[config.mk]
export PLATFORM = sky130hd
export DESIGN_NAME = jpeg_data_to_spi
export DESIGN_NICKNAME = d
export VERILOG_FILES = /design/src/rtl/jpeg_data_to_spi.sv
export SDC_FILE = /design/constraint.sdc
export NUM_CORES = 1
export LEC_CHECK = 0
export CAP_MARGIN = 20
export CORE_MARGIN = 5
export CORE_UTILIZATION = 50
export DETAILED_ROUTE_END_ITERATION = 8
export PLACE_DENSITY_LB_ADDON = 0.15
export SLEW_MARGIN = 20
export SYNTH_ARGS = -nofsm -noshare
export SYNTH_HDL_FRONTEND = slang
export SYNTH_SLANG_ARGS = --single-unit
[constraint.sdc]
create_clock -name clk -period 3.3 [get_ports clk]
set_input_delay 0.825 -clock clk [delete_from_list [all_inputs] [get_ports clk]]
set_output_delay 0.825 -clock clk [all_outputs]
set_load 0.01 [all_outputs]
[src/rtl/jpeg_data_to_spi.sv]
// Streams a 3-byte big-endian length, the JPEG header and the JPEG body to an
// SPI slave, one byte per spi_rd pulse, then pads with 0x00 until restarted.
module jpeg_data_to_spi #(
  parameter int HDR_LEN = 623
) (
  input  logic        clk,
  input  logic        reset_n,
  input  logic        je_done,
  input  logic [16:0] jpeg_size,
  output logic [9:0]  hd_addr,
  input  logic [7:0]  hd_data,
  output logic [16:0] je_addr,
  input  logic [7:0]  je_data,
  input  logic        spi_rd,
  output logic [7:0]  spi_data
);

  typedef enum logic [2:0] {
    S_IDLE = 3'd0,
    S_LEN  = 3'd1,
    S_HDR  = 3'd2,
    S_BODY = 3'd3,
    S_PAD  = 3'd4
  } state_t;

  localparam logic [16:0] HDR_LAST  = 17'(HDR_LEN - 1);
  localparam logic [23:0] HDR_LEN24 = 24'(HDR_LEN);

  state_t      r_state;
  logic [16:0] r_idx;
  logic [16:0] r_size;
  logic [9:0]  r_hd_addr;
  logic [16:0] r_je_addr;
  logic [7:0]  r_spi_data;
  logic        r_done_d;
  logic        r_rd;
  logic        r_fetch1;
  logic        r_fetch2;
  logic        r_src_body;

  logic        w_rise;
  logic        w_accept;
  logic        w_streaming;
  logic [16:0] w_idx_inc;
  logic [23:0] w_total_new;
  logic [23:0] w_total;

  assign w_rise      = je_done & ~r_done_d;
  assign w_streaming = (r_state == S_LEN) || (r_state == S_HDR) || (r_state == S_BODY);
  // A pulse is taken only when no advance or fetch is already in flight.
  assign w_accept    = spi_rd & w_streaming & ~r_rd & ~r_fetch1;
  assign w_idx_inc   = r_idx + 17'd1;
  assign w_total_new = HDR_LEN24 + {7'd0, jpeg_size};
  assign w_total     = HDR_LEN24 + {7'd0, r_size};

  assign hd_addr  = r_hd_addr;
  assign je_addr  = r_je_addr;
  assign spi_data = r_spi_data;

  // Stream state machine with its fetch pipeline and registered outputs.
  always_ff @(posedge clk or negedge reset_n) begin
    if (!reset_n) begin
      r_state    <= S_IDLE;
      r_idx      <= 17'd0;
      r_size     <= 17'd0;
      r_hd_addr  <= 10'd0;
      r_je_addr  <= 17'd0;
      r_spi_data <= 8'h00;
      r_done_d   <= 1'b0;
      r_rd       <= 1'b0;
      r_fetch1   <= 1'b0;
      r_fetch2   <= 1'b0;
      r_src_body <= 1'b0;
    end else begin
      r_done_d <= je_done;
      if (w_rise) begin
        r_size     <= jpeg_size;
        r_state    <= S_LEN;
        r_idx      <= 17'd0;
        r_spi_data <= w_total_new[23:16];
        r_rd       <= 1'b0;
        r_fetch1   <= 1'b0;
        r_fetch2   <= 1'b0;
      end else begin
        r_rd     <= w_accept;
        r_fetch1 <= 1'b0;
        r_fetch2 <= r_fetch1;
        if (r_fetch2) begin
          r_spi_data <= r_src_body ? je_data : hd_data;
        end
        if (r_rd) begin
          case (r_state)
            S_LEN: begin
              if (r_idx == 17'd2) begin
                r_state    <= S_HDR;
                r_idx      <= 17'd0;
                r_hd_addr  <= 10'd0;
                r_src_body <= 1'b0;
                r_fetch1   <= 1'b1;
              end else begin
                r_idx      <= w_idx_inc;
                r_spi_data <= (r_idx == 17'd0) ? w_total[15:8] : w_total[7:0];
              end
            end
            S_HDR: begin
              if (r_idx == HDR_LAST) begin
                if (r_size == 17'd0) begin
                  r_state    <= S_PAD;
                  r_spi_data <= 8'h00;
                end else begin
                  r_state    <= S_BODY;
                  r_idx      <= 17'd0;
                  r_je_addr  <= 17'd0;
                  r_src_body <= 1'b1;
                  r_fetch1   <= 1'b1;
                end
              end else begin
                r_idx     <= w_idx_inc;
                r_hd_addr <= w_idx_inc[9:0];
                r_fetch1  <= 1'b1;
              end
            end
            S_BODY: begin
              if (r_idx == (r_size - 17'd1)) begin
                r_state    <= S_PAD;
                r_spi_data <= 8'h00;
              end else begin
                r_idx     <= w_idx_inc;
                r_je_addr <= w_idx_inc;
                r_fetch1  <= 1'b1;
              end
            end
            default: begin
              r_state <= r_state;
            end
          endcase
        end
      end
    end
  end

endmodule

Yosys cells after proc, flatten, opt, wreduce, memory -nomap -nowiden
Cells that the tools add are included.

Bits in registers: 77. Input bits: 37.

$add $sub $neg: 4. Equal/unequal tests: 16. Mux-type cells: 42. Bitwise operators: 8. Reductions and logical operators: 13.

Operators by type and width (count): 17-bit 2-to-1 mux (7); 8-bit 2-to-1 mux (9); 17-bit case mux with 3 select lines (1); 17-bit zero test (2); 17-bit case mux with 2 select lines (1); 8-bit case mux with 3 select lines (1); 10-bit 2-to-1 mux (2); 10-bit case mux with 2 select lines (1); 10-bit by 17-bit adder with 18-bit output (first input constant) (1); 3-bit 2-to-1 mux (6); 17-bit by 1-bit adder with 17-bit output (second input constant) (1); 17-bit by 10-bit == test with 1-bit output (second input constant) (1); 17-bit == test (1); 17-bit by 2-bit == test with 1-bit output (second input constant) (1); 17-bit by 1-bit subtractor with 17-bit output (second input constant) (1); 10-bit by 16-bit adder with 16-bit output (first input constant) (1); 6-bit AND reduction (2); 1-bit 2-to-1 mux (11); 5-bit AND reduction (2); 3-bit by 2-bit != test with 1-bit output (second input constant) (3); 3-bit case mux with 3 select lines (1); 3-bit by 2-bit == test with 1-bit output (second input constant) (2); 2-bit != test (second input constant) (3); 2-bit nonzero test (3); 11 further kinds (19).

Depth between registers and ports, before layout
Depth after elaboration: 7. Gate-level depth with buffers: 13. Depth with buffers taken out: 10.

Worst setup path before layout
No wires, ideal clock.

Path kind: flip-flop to flip-flop. Start point: register r_size[0]. End point: register r_spi_data[6], in the netlist spi_data[6]. Library setup time: 0.150 ns. Arrival time: 3.099 ns. Data required time: 3.150 ns. Setup slack: 0.051 ns. Cell stages (with the launch flop): 13. Path through: dfrtp_1 > inv_1 > ha_1 > or4b_1 > clkbuf_2 > or4_1 > a31oi_1 > o22ai_1 > nor4_2 > nor2b_1 > buf_6 > o41ai_4 > o32ai_1.

Longest elaborated chain between the ends: 6. Elaborated cells on any way between the ends: 12. Those cells by class: add/sub: 2; eq/ne: 1; mux: 8; reduce/logical: 1.

RTL lines: start, declared (RTL line 31) `logic [16:0] r_size;`; start signal, assigned (RTL line 77) `r_size <= jpeg_size;`; 17-bit by 1-bit subtractor with 17-bit output (tied with other cells) (RTL line 124) `if (r_idx == (r_size - 17'd1)) begin`; 17-bit == test (tied with other cells) (RTL line 124); 8-bit 2-to-1 mux, on equally long branches (RTL line 124, 106, 94); 8-bit case mux with 3 select lines * (RTL line 92) `case (r_state)`; 8-bit 2-to-1 mux * (RTL line 91) `if (r_rd) begin`; 8-bit 2-to-1 mux * (RTL line 76) `if (w_rise) begin`; end signal, assigned (RTL line 80) `r_spi_data <= w_total_new[23:16];`; end signal, assigned (RTL line 89) `r_spi_data <= r_src_body ? je_data : hd_data;`; end signal, assigned (RTL line 102) `r_spi_data <= (r_idx == 17'd0) ? w_total[15:8] : w_total[7:0];`; end, declared (RTL line 34) `logic [7:0] r_spi_data;`.

Mark *: on every way between the ends. The rest lies on a longest branch, timed or not. A chain may end at the register's enable or synchronous reset.

Final worst setup path
Start point: register r_size[8]. End point: register r_idx[0].

Longest elaborated chain between the ends: 4. Elaborated cells on any way between the ends: 6. Those cells by class: add/sub: 1; eq/ne: 3; reduce/logical: 2.

RTL lines: 17-bit by 1-bit subtractor with 17-bit output (RTL line 124); 17-bit == test (RTL line 124); 3-bit != test (no source line); 4-bit AND reduction (no source line) *; end signal, assigned (RTL line 101) `r_idx <= w_idx_inc;`; end signal, assigned (RTL line 118) `r_idx <= w_idx_inc;`; end signal, assigned (RTL line 128) `r_idx <= w_idx_inc;`; end, declared (RTL line 30) `logic [16:0] r_idx;`.

Marked as above.

==> summary.md <==
### Placed design
• final RePlAce weighted congestion: 0.955
• HPWL reported at the end of detailed placement: 9750 um
• post-placement cell area: 0.00572 mm^2
• Port Buffer Count: 71
• Placement Setup Slack: -0.00757 ns

### Floorplanning
• initial core utilization: 51.7%
• die area: 0.0117 mm^2
• number of standard-cell rows in the floorplan: 35
• floorplan die height: 108 um
• CORE AREA: 0.00933 mm^2
• number of top-level pins: 72
• DIE WIDTH: 108 um

### GRT
• via count of the first global-routing pass: 4455
• first-pass GRT wire length: 22000 um
• total routing usage reported by global routing: 23.6%
• number of antenna violations at the first check in global routing: 0
• global-route congestion overflow total: 0
• largest net degree at the start of global routing: 78

### Critical path
• arrival time of the worst setup path: 3.43 ns
• Worst setup startpoint: r_size[8]
• crit path launch type: register
• critical path required time: 3.59 ns
• launch point of the worst reg-to-reg path: r_size[8]
• element type at the critical path end: register
• critical setup path kind: register to register
• maximum net fanout on the critical path: 10

### Timing
• Rel. slew slack: 43.3%
• Clock Skew: 0.0125 ns
• fraction of the cycle the final worst path needs: 95.2%
• slew at the pin closest to its max-slew limit: 0.847 ns
• Setup TNS: 0 ns
• Max Clock Freq: 318 MHz
• count of final setup violators: 0
• setup slack of the critical path after layout: 0.159 ns
• fin. max-slew vios: 0
• final worst path period need: 3.14 ns
• setup repair after global routing missed its margin: no
• number of hold violations in the final report: 0

### Clock tree
• Inserted Clock Buffers: 9
• clock input transition at the sequential cells of the worst setup and hold paths: 0.09 ns
• root buf cell: sky130_fd_sc_hd__clkbuf_8
• worst-skew pair later-pin latency: 0.36 ns
• TritonCTS clock tree: built
• CTS H-Tree Depth: 3
• total number of clock tree sinks: 77
• clk buf depth: 2

### Finish
• commonest non-fill, non-tap cell in the layout: sky130_fd_sc_hd__nand2_1
• area of combinational cells with multiple inputs: 0.00270 mm^2
• commonest cells after routing, fill and taps aside: sky130_fd_sc_hd__nand2_1 (115), sky130_fd_sc_hd__dfrtp_1 (77), sky130_fd_sc_hd__clkdlybuf4s50_1 (70)
• final core area utilization: 64.6%
• fill cell total of the finished layout: 857
• antenna diode count: 0
• final instance area: 0.00603 mm^2
• sequential standard cell area: 0.00193 mm^2
• layout overhead on the synthesized area: 25.1%
• number of nets in the final layout: 689
• fraction of layout cells with a size suffix above 1: 11.8%

### Logic synthesis
• commonest register cell after synthesis: sky130_fd_sc_hd__dfrtp_1
• fraction of the yosys area taken by sequential cells: 40.0%
• number of distinct library cells after synthesis: 62
• Net Count, Synth: 617
• post-synthesis cell count: 576
• number of warnings issued by yosys: 0
• register bit count reported by yosys: 77
• mean instance size in the synthesized netlist: 8.37 um^2
• post-synthesis async set-or-reset flop share: 100%
• Mapped Area: 0.00482 mm^2
• number of enable flip-flop cells after synthesis: 0

### Run
• total of max-cap violations: 0

### Detailed routing
• Vias per Instance: 5.74
• drc violations: 0
• number of search-and-repair iterations in the first detailed-routing pass: 5
• antenna viol nets, final: 0
• per-cell routed wire length: 16.8 um
• iteration-0 DRC count of the detailed router: 235
• vias: 4492
• WL final: 13100 um

### Pwr
• leak pwr: 2.48 nW
• total power: 3.45 mW
• Max VDD drop: 0.000238 V
• P per Cell Area: 572 mW/mm^2

### Run status
• result of the run: completed

### Hold path
• worst min-delay path category: primary input to asynchronous set/reset pin

## power by group
part	leakage (nW)	internal (mW)	total, mW	switching [mW]
logic	1.35	0.635	1.37	0.733
clock network	0.108	0.435	0.815	0.381
registers	1.02	1.10	1.27	0.170
total	2.48	2.17	3.45	1.28
## per-stage QoR
| step | std cells | hold slack (ns) |
|---|---|---|
| floorplan | 576 | 0.455 |
| global placement | 764 | 0.462 |
| detailed placement | 764 | 0.469 |
| CTS | 780 | 0.488 |
| global route | 782 | 0.518 |
| finish | 782 | 0.480 |
## logic make-up after synthesis
kind of cell	Yosys count	synth area share (%)
adders and majority gates	4	1.04
xor gates and xnor gates	40	7.27
AOI/OAI and AO/OA	123	16.5
DFF	77	40.0
buffers and inverters	53	5.38
muxes	10	2.08
and+or+nand+nor	269	27.7
## per-layer routing
layer  part of all wire (%)  track usage (%)  up-vias
met1                     47             33.0     2171
met4                    1.9             8.03        0
li1                       -                -     2172
met3                    5.1             3.40       23
met5                      0                0        -
met2                     46             37.7      126
## Yosys cell counts, types with 7 or more instances
library cell	instances	share of area, %
sky130_fd_sc_hd__nor2_1	42	3.3
sky130_fd_sc_hd__a21oi_1	23	2.4
sky130_fd_sc_hd__xnor2_1	19	3.5
sky130_fd_sc_hd__nand2_1	115	9.0
sky130_fd_sc_hd__xor2_1	21	3.8
sky130_fd_sc_hd__or4_1	13	2.0
sky130_fd_sc_hd__and3_1	7	0.91
sky130_fd_sc_hd__inv_1	8	0.62
sky130_fd_sc_hd__dfrtp_1	77	40
sky130_fd_sc_hd__mux2i_1	10	2.1
sky130_fd_sc_hd__buf_2	7	0.73
sky130_fd_sc_hd__nor4_1	7	0.91
sky130_fd_sc_hd__nor3_1	16	1.7
sky130_fd_sc_hd__nand2b_1	9	1.2
sky130_fd_sc_hd__nand3_1	12	1.2
sky130_fd_sc_hd__clkbuf_1	22	1.7
sky130_fd_sc_hd__o21ai_0	51	5.3
## state kept, by name, summed over array words and instances, names as in the netlist
signal,flops
hd_addr,10
je_addr,17
r_done_d,1
r_fetch1,1
r_fetch2,1
r_idx,17
r_rd,1
r_size,17
r_src_body,1
r_state,3
spi_data,8
## worst max-delay path, cell delays in order, from the launching register on
cell	delay [ns]
sky130_fd_sc_hd__dfrtp_1	0.39
sky130_fd_sc_hd__or4_1	0.69
sky130_fd_sc_hd__nor4b_1	0.36
sky130_fd_sc_hd__buf_4	0.17
sky130_fd_sc_hd__nor4b_1	0.04
sky130_fd_sc_hd__a31oi_1	0.26
sky130_fd_sc_hd__nor4_2	0.10
sky130_fd_sc_hd__buf_4	0.16
sky130_fd_sc_hd__a21o_4	0.23
sky130_fd_sc_hd__buf_4	0.15
sky130_fd_sc_hd__or3_1	0.35
sky130_fd_sc_hd__a21oi_1	0.16
## what timing repair did
| action | CTS | global route |
|---|---|---|
| setup endpoints to repair | 2 | 45 |
| gates cloned | 0 | 0 |
| buffers inserted | 0 | 2 |
| pin swaps | 0 | 5 |
| hold buffers | 0 | 0 |
| resized for setup | 2 | 11 |
## area by class of cell
cell class | instances | share of cell area, %
Multi-Input combinational cell | 446 | 44.8
Sequential cell | 77 | 32.0
Timing Repair Buffer | 106 | 16.4
Tap cell | 129 | 2.68
Clock buffer | 10 | 2.12
Clock inverter | 6 | 1.56
Inverter | 8 | 0.498
## final timing paths
path | slack [ns] | cells past startpoint | end
worst max-delay path | 0.16 | 11 | r_idx[0]
worst min-delay path | 0.48 | 1 | hd_addr[6]
worst max register to register | 0.16 | 11 | r_idx[0]
worst min register to register | 0.48 | 2 | hd_addr[4]
max in group asynchronous | 2.33 | 1 | r_size[2]
min in group clk | 0.48 | 2 | hd_addr[4]
Power figures use the tool's default switching activity.
